`config.mk`:
```
export PLATFORM = sky130hd
export DESIGN_NAME = div_rem_4_bit
export DESIGN_NICKNAME = d
export VERILOG_FILES = /design/src/rtl/div_rem_4_bit.sv
export SDC_FILE = /design/constraint.sdc
export NUM_CORES = 1
export LEC_CHECK = 0
export CAP_MARGIN = 5
export CELL_PAD_IN_SITES_DETAIL_PLACEMENT = 1
export CELL_PAD_IN_SITES_GLOBAL_PLACEMENT = 1
export CORE_ASPECT_RATIO = 1.2
export CORE_MARGIN = 3
export CORE_UTILIZATION = 41
export DETAILED_ROUTE_END_ITERATION = 7
export GPL_ROUTABILITY_DRIVEN = 0
export PLACE_DENSITY = 0.83
export REMOVE_ABC_BUFFERS = 1
export SYNTH_ARGS = -nofsm -noshare
export SYNTH_HDL_FRONTEND = slang
export SYNTH_SLANG_ARGS = --single-unit
```
`constraint.sdc`:
```
create_clock -name clk -period 2.3 [get_ports clk]
set_clock_uncertainty 0.2 [all_clocks]
set_input_delay 0.46 -clock clk [delete_from_list [all_inputs] [get_ports clk]]
set_output_delay 0.46 -clock clk [all_outputs]
set_load 0.01 [all_outputs]
```
`src/rtl/div_rem_4_bit.sv`:
```
// Sequential restoring divider: 8-bit dividend / 4-bit divisor, one quotient bit per clock.
// Start/done handshake; divide-by-zero is resolved immediately without entering CALC.
module div_rem_4_bit (
    input  logic       clk,
    input  logic       rst,
    input  logic       start,
    input  logic [7:0] dividend,
    input  logic [3:0] divisor,
    output logic       busy,
    output logic       done,
    output logic [7:0] quotient,
    output logic [3:0] remainder,
    output logic       div_by_zero
);

    typedef enum logic [1:0] {
        IDLE,
        CALC,
        DONE
    } state_t;

    state_t      state;
    state_t      next_state;

    logic [4:0]  partial_rem;
    logic [7:0]  shift_dvd;
    logic [2:0]  count;
    logic [3:0]  divisor_r;

    logic        accept;
    logic [5:0]  trial;
    logic        qbit;
    logic [4:0]  step_rem;

    // One restoring step; partial_rem stays below divisor, so bit 5 of trial is the borrow.
    always_comb begin
        trial    = {partial_rem, shift_dvd[7]} - {2'b00, divisor_r};
        qbit     = ~trial[5];
        step_rem = qbit ? trial[4:0] : {partial_rem[3:0], shift_dvd[7]};
    end

    always_comb begin
        accept     = start && (state == IDLE || state == DONE);
        next_state = state;
        case (state)
            IDLE, DONE: begin
                if (accept) begin
                    next_state = (divisor == 4'h0) ? DONE : CALC;
                end else begin
                    next_state = IDLE;
                end
            end
            CALC: begin
                if (count == 3'd0) begin
                    next_state = DONE;
                end
            end
            default: next_state = IDLE;
        endcase
    end

    always_ff @(posedge clk or posedge rst) begin
        if (rst) begin
            state <= IDLE;
        end else begin
            state <= next_state;
        end
    end

    // busy/done are flopped from next_state so every output comes straight from a register.
    always_ff @(posedge clk or posedge rst) begin
        if (rst) begin
            busy        <= 1'b0;
            done        <= 1'b0;
            quotient    <= 8'h00;
            remainder   <= 4'h0;
            div_by_zero <= 1'b0;
            partial_rem <= 5'd0;
            shift_dvd   <= 8'h00;
            count       <= 3'd0;
            divisor_r   <= 4'h0;
        end else begin
            busy <= (next_state == CALC);
            done <= (next_state == DONE);
            if (accept) begin
                divisor_r   <= divisor;
                shift_dvd   <= dividend;
                partial_rem <= 5'd0;
                count       <= 3'd7;
                if (divisor == 4'h0) begin
                    quotient    <= 8'hFF;
                    remainder   <= dividend[3:0];
                    div_by_zero <= 1'b1;
                end else begin
                    div_by_zero <= 1'b0;
                end
            end else if (state == CALC) begin
                partial_rem <= step_rem;
                shift_dvd   <= {shift_dvd[6:0], qbit};
                count       <= count - 3'd1;
                if (count == 3'd0) begin
                    quotient  <= {shift_dvd[6:0], qbit};
                    remainder <= step_rem[3:0];
                end
            end
        end
    end

endmodule

```
==> metrics, run 1 <==
status=finished clean; top-count cell post-synth=dfrtp_1; I/O pin total=30; vias per cell=5.502; clock sink count=37; slew margin rel.=55.56%; core area=4294 um2; Layout Utilization=55.74%; fillers=505; die height=79.47 um; post-synth top area share=50.20%; final worst-path cycle share=96.73%; # placed instances=269; layout cells sized above 1=17.33%; Final ANT Viol Nets=0; Syn Inst Count=178; worst r2r path cells=7; Final min period=2.225 ns; Die Footprint=5342 um2; final setup TNS=0 ns; Synth Warn #=0; library cells used by synthesis=41; syn_area_per_cell=10.36 um2; achievable frequency=0.4495 GHz; Die Wd=67.23 um; Starting Density=42.95%; port bufs=29; Pleak=1.047 nW; Final nets=246; CP arrival=2.19 ns; Hold Path Class=reg -> reg; # DRC=0; ys flop type=dfrtp_1; final hold vios=0; register area share after synthesis=50.20%; RR Startpoint=partial_rem[2]; routed wire length=5.006 mm; top cells by instance count after synthesis=dfrtp_1 (37), nand2_1 (29), inv_1 (12); Max IR drop VDD=0.6637 mV; CTS tree=done; clock root cell=clkbuf_8; Max Slew Vio Count=0; Worst Max-Slew Pin Slew=0.6641 ns; pwr/cell area=1651 nW/um2; HP Start=div_by_zero; first-pass GRT wire length=8.355 mm; Layout Cells excl Fill=281; Setup Viol. Count Final=0; PnR worst setup slack=0.07511 ns; largest area contributor in the netlist=dfrtp_1; grt total ovfl=0; HPWL Detailed=3.809 mm; Post-CTS Hold Buffers=0; reg2reg setup slack=0.08 ns; Async SR Flop Fraction=100.0%; Tot GR Track Use=21.08%; Longest Clk Path Bufs=2; area growth from synthesis to layout=29.78%; Setup crit start kind=register; Data required, critical path=2.26 ns; synthesized area=1844 um2; CP Capture Type=register; Place WS=0.02854 ns; hold endpoint=div_by_zero; initial antenna violation count=0; Max Cap Viol=0; dominant cells by area after synthesis=dfrtp_1 (50%), nand2_1 (5.9%), ha_1 (4.1%); initial detailed-routing violation count=47; TritonRoute pass-1 iters=4; Clk Latency, worst-skew pair=0.30 ns; vias in the first global route=1737; largest net degree at the start of global routing=38; RSZ-0062 raised after global routing=false; Routed WL per cell=17.81 um; DR vias=1546; placement row count=26; number of flops mapped to enable cells by yosys=0; crit-path max FO=6; CP Class=reg -> reg; clock slew at reported path FFs=0.07 ns; n_diodes=0; Worst Hold Path Cells=2; CTS H-Tree Depth=2; FF+latch count, synth=37; total CTS buffers=5; r2r endpoint=remainder[1]
[stage by stage]
| step | hold WS (ns) | total power [mW] | area, um2 |
|---|---|---|---|
| global placement | 0.2656 | 3.176 | 2253 |
| detailed placement | 0.2660 | 3.337 | 2253 |
| global route | 0.3030 | 4.245 | 2394 |
| floorplan | 0.2445 | 2.498 | 1795 |
| finish | 0.2868 | 3.951 | 2394 |
| CTS | 0.2849 | 3.795 | 2336 |
[flip-flops by register name (all words and copies together), names as in the netlist, 2 cells and up]
name,flops
quotient,8
shift_dvd,8
partial_rem,5
divisor_r,4
remainder,4
count,3
state,2
[where the power goes]
group          total, mW  switching (mW)  internal [mW]
Sequential          1.20           0.231          0.970
Clock              0.435           0.226          0.210
Combinational       2.31            1.20           1.11
Total               3.95            1.66           2.29
[critical path: stages, from the launching register on]
cell and delay, ns:
dfrtp_1 0.42, ha_1 0.44, o21a_4 0.19, o21ai_4 0.08, a211oi_4 0.19, buf_4 0.18, mux2i_2 0.28, a21oi_1 0.10
[worst max-delay path by stage]
stage	slack (ns)	startpoint	end	cells past startpoint
final	0.08	partial_rem[2]	remainder[1]	7
after global routing	0.004	partial_rem[1]	quotient[0]	8
after CTS	0.02	partial_rem[0]	partial_rem[2]	6
after detailed placement	0.03	partial_rem[0]	partial_rem[2]	6
after global placement	0.06	partial_rem[0]	remainder[1]	6
after floorplan	0.006	state[0]	remainder[2]	5
[area by class of cell]
type	count	area, um2	share of cell area (%)
timing repair buffer	46	417.9	17.46
tap	56	70.07	2.927
multi-input combinational	122	850.8	35.55
sequential	37	927.1	38.73
clock inverter	2	10.01	0.4182
inverter	12	45.04	1.882
clock buffer	6	72.57	3.032
[per-layer routing]
layer  GRT usage, %  share of wire [%]  wire, um
met1          24.12                 39      1974
met2          36.77                 55      2748
met3          3.944                3.6       179
met4          10.34                2.1       104
met5              0                  0         0
[cell usage in the layout (no fill, tap or decap), types with 2 or more instances in the layout]
master,instances
dfrtp_1,36
nand2_1,29
clkdlybuf4s50_1,29
buf_4,17
inv_1,11
o21ai_1,8
o22a_1,8
nor2_1,7
a21oi_1,7
a22oi_1,5
a31oi_1,5
ha_1,5
clkbuf_8,5
nor3_1,4
o21ai_0,4
nor2b_1,3
a22o_1,3
o22ai_1,3
nand2b_1,2
mux2i_2,2
and3_1,2
a21o_1,2
nand4_1,2
clkinv_2,2
[cell families after synthesis]
logic type	Yosys count	synth area share, %
XOR/XNOR	1	0.4750
flip-flops	37	50.20
adder cells (fa/ha/maj)	7	5.156
multiplexers	3	1.628
AND/OR/NAND/NOR	55	14.65
AO/OA/AOI/OAI	56	22.80
buffers and inverters	19	5.088
[timing repair]
| action | CTS | global route |
|---|---|---|
| setup buffers | 0 | 4 |
| gates resized for setup | 0 | 7 |
| setup endpoints to repair | 0 | 5 |
Note: power is estimated with default switching activity, not from simulation.
==> run 2: changes to the inputs <==
--- a/config.mk
+++ b/config.mk
@@ -8,11 +8,9 @@
 export CAP_MARGIN = 5
 export CELL_PAD_IN_SITES_DETAIL_PLACEMENT = 1
 export CELL_PAD_IN_SITES_GLOBAL_PLACEMENT = 1
-export CORE_ASPECT_RATIO = 1.2
 export CORE_MARGIN = 3
 export CORE_UTILIZATION = 41
 export DETAILED_ROUTE_END_ITERATION = 7
-export GPL_ROUTABILITY_DRIVEN = 0
 export PLACE_DENSITY = 0.83
 export REMOVE_ABC_BUFFERS = 1
 export SYNTH_ARGS = -nofsm -noshare
==> metrics, run 2 (same netlist as run 1, synthesis figures left out) <==
DR vias=1540; Max Slew Vio Count=0; CP Class=reg -> reg; first-pass GRT wire length=8.231 mm; Setup crit start kind=register; CP arrival=2.19 ns; total power=4.042 mW; Setup Viol. Count Final=0; Layout Cells excl Fill=273; clock sink count=37; Final nets=245; Pleak=1.046 nW; placement row count=23; Tot GR Track Use=20.44%; CTS H-Tree Depth=2; initial antenna violation count=0; Hold Path Class=reg -> reg; hold_ws=0.2776 ns; most frequent cells in the layout=dfrtp_1 (36), nand2_1 (29), clkdlybuf4s50_1 (29); die height=73.07 um; status=finished clean; Worst Max-Slew Pin Slew=0.6633 ns; slew margin rel.=55.62%; I/O pin total=30; HPWL Detailed=3.710 mm; CTS tree=done; clock slew at reported path FFs=0.07 ns; Die Footprint=5339 um2; Die Wd=73.07 um; vias in the first global route=1656; Placer Congestion=0.8208; Data required, critical path=2.26 ns; Final ANT Viol Nets=0; TritonRoute pass-1 iters=4; crit-path max FO=4; biggest regs=quotient (8), shift_dvd (8), partial_rem (5); # placed instances=263; achievable frequency=0.4487 GHz; total CTS buffers=5; Routed WL per cell=18.37 um; Max Cap Viol=0; core area=4173 um2; clock root cell=clkbuf_8; Final min period=2.229 ns; CP Capture Type=register; Clk Latency, worst-skew pair=0.29 ns; port bufs=29; grt total ovfl=0; # DRC=0; vias per cell=5.641; Max IR drop VDD=0.7075 mV; largest net degree at the start of global routing=38; pwr/cell area=1689 nW/um2; layout cells sized above 1=15.70%; final worst-path cycle share=96.91%; Starting Density=44.20%; routed wire length=5.015 mm; n_diodes=0; fillers=458; initial detailed-routing violation count=61; Longest Clk Path Bufs=2; commonest non-fill, non-tap cell in the layout=dfrtp_1; final hold vios=0; area growth from synthesis to layout=29.71%
==> run 2: path summary, 6_finish.rpt <==
kind / startpoint / endpoint / slack [ns] / cells past startpoint
min reg2reg: div_by_zero / div_by_zero / 0.28 / 2
max: partial_rem[0] / partial_rem[2] / 0.07 / 7
max reg2reg: partial_rem[0] / partial_rem[2] / 0.07 / 7
min: div_by_zero / div_by_zero / 0.28 / 2
max in group asynchronous: rst / partial_rem[0] / 1.15 / 3
min in group asynchronous: rst / partial_rem[4] / 0.38 / 3
==> run 2: worst max-delay path, cell delays in order, from the launching register on <==
cell      delay [ns]
dfrtp_2         0.44
ha_1            0.30
nor2b_4         0.15
o2111a_1        0.27
a211oi_4        0.22
buf_6           0.17
mux2i_4         0.26
o21ai_1         0.09
==> run 2: where the power goes <==
part           switching [mW]  internal [mW]
Combinational            1.22           1.16
Clock                   0.220          0.238
Sequential              0.241          0.970
==> run 2: area by class of cell <==
class | count | area (um2) | area share [%]
Multi-Input combinational cell | 122 | 857.1 | 35.83
Sequential cell | 37 | 927.1 | 38.76
Tap cell | 50 | 62.56 | 2.615
Timing Repair Buffer | 45 | 414.1 | 17.31
Inverter | 12 | 45.04 | 1.883
Clock buffer | 7 | 86.33 | 3.609
==> run 2: through the flow <==
stage | TNS [ns] | util, % | setup slack, ns | area [um2]
3_3_place_gp | 0 | 53.82 | 0.1003 | 2246
3_5_place_dp | 0 | 53.82 | 0.03947 | 2246
6_report | 0 | 57.33 | 0.07113 | 2392
2_1_floorplan | 0 | - | 0.005702 | 1795
5_1_grt | -0.1060 | 57.33 | -0.03881 | 2392
4_1_cts | 0 | 55.89 | 0.02168 | 2332
==> run 2: timing repair <==
item,in CTS,in global routing
setup buffers,0,3
setup endpoints to repair,0,5
resized for setup,0,8
hold buffers,0,0
==> run 2: metal layers <==
layer | vias to the layer above | routed length, um | global-route usage, %
met4 | 0 | 70 | 6.148
li1 | 716 | - | -
met2 | 39 | 2602 | 35.15
met5 | - | 0 | 0
met3 | 8 | 193 | 4.270
met1 | 777 | 2148 | 25.64
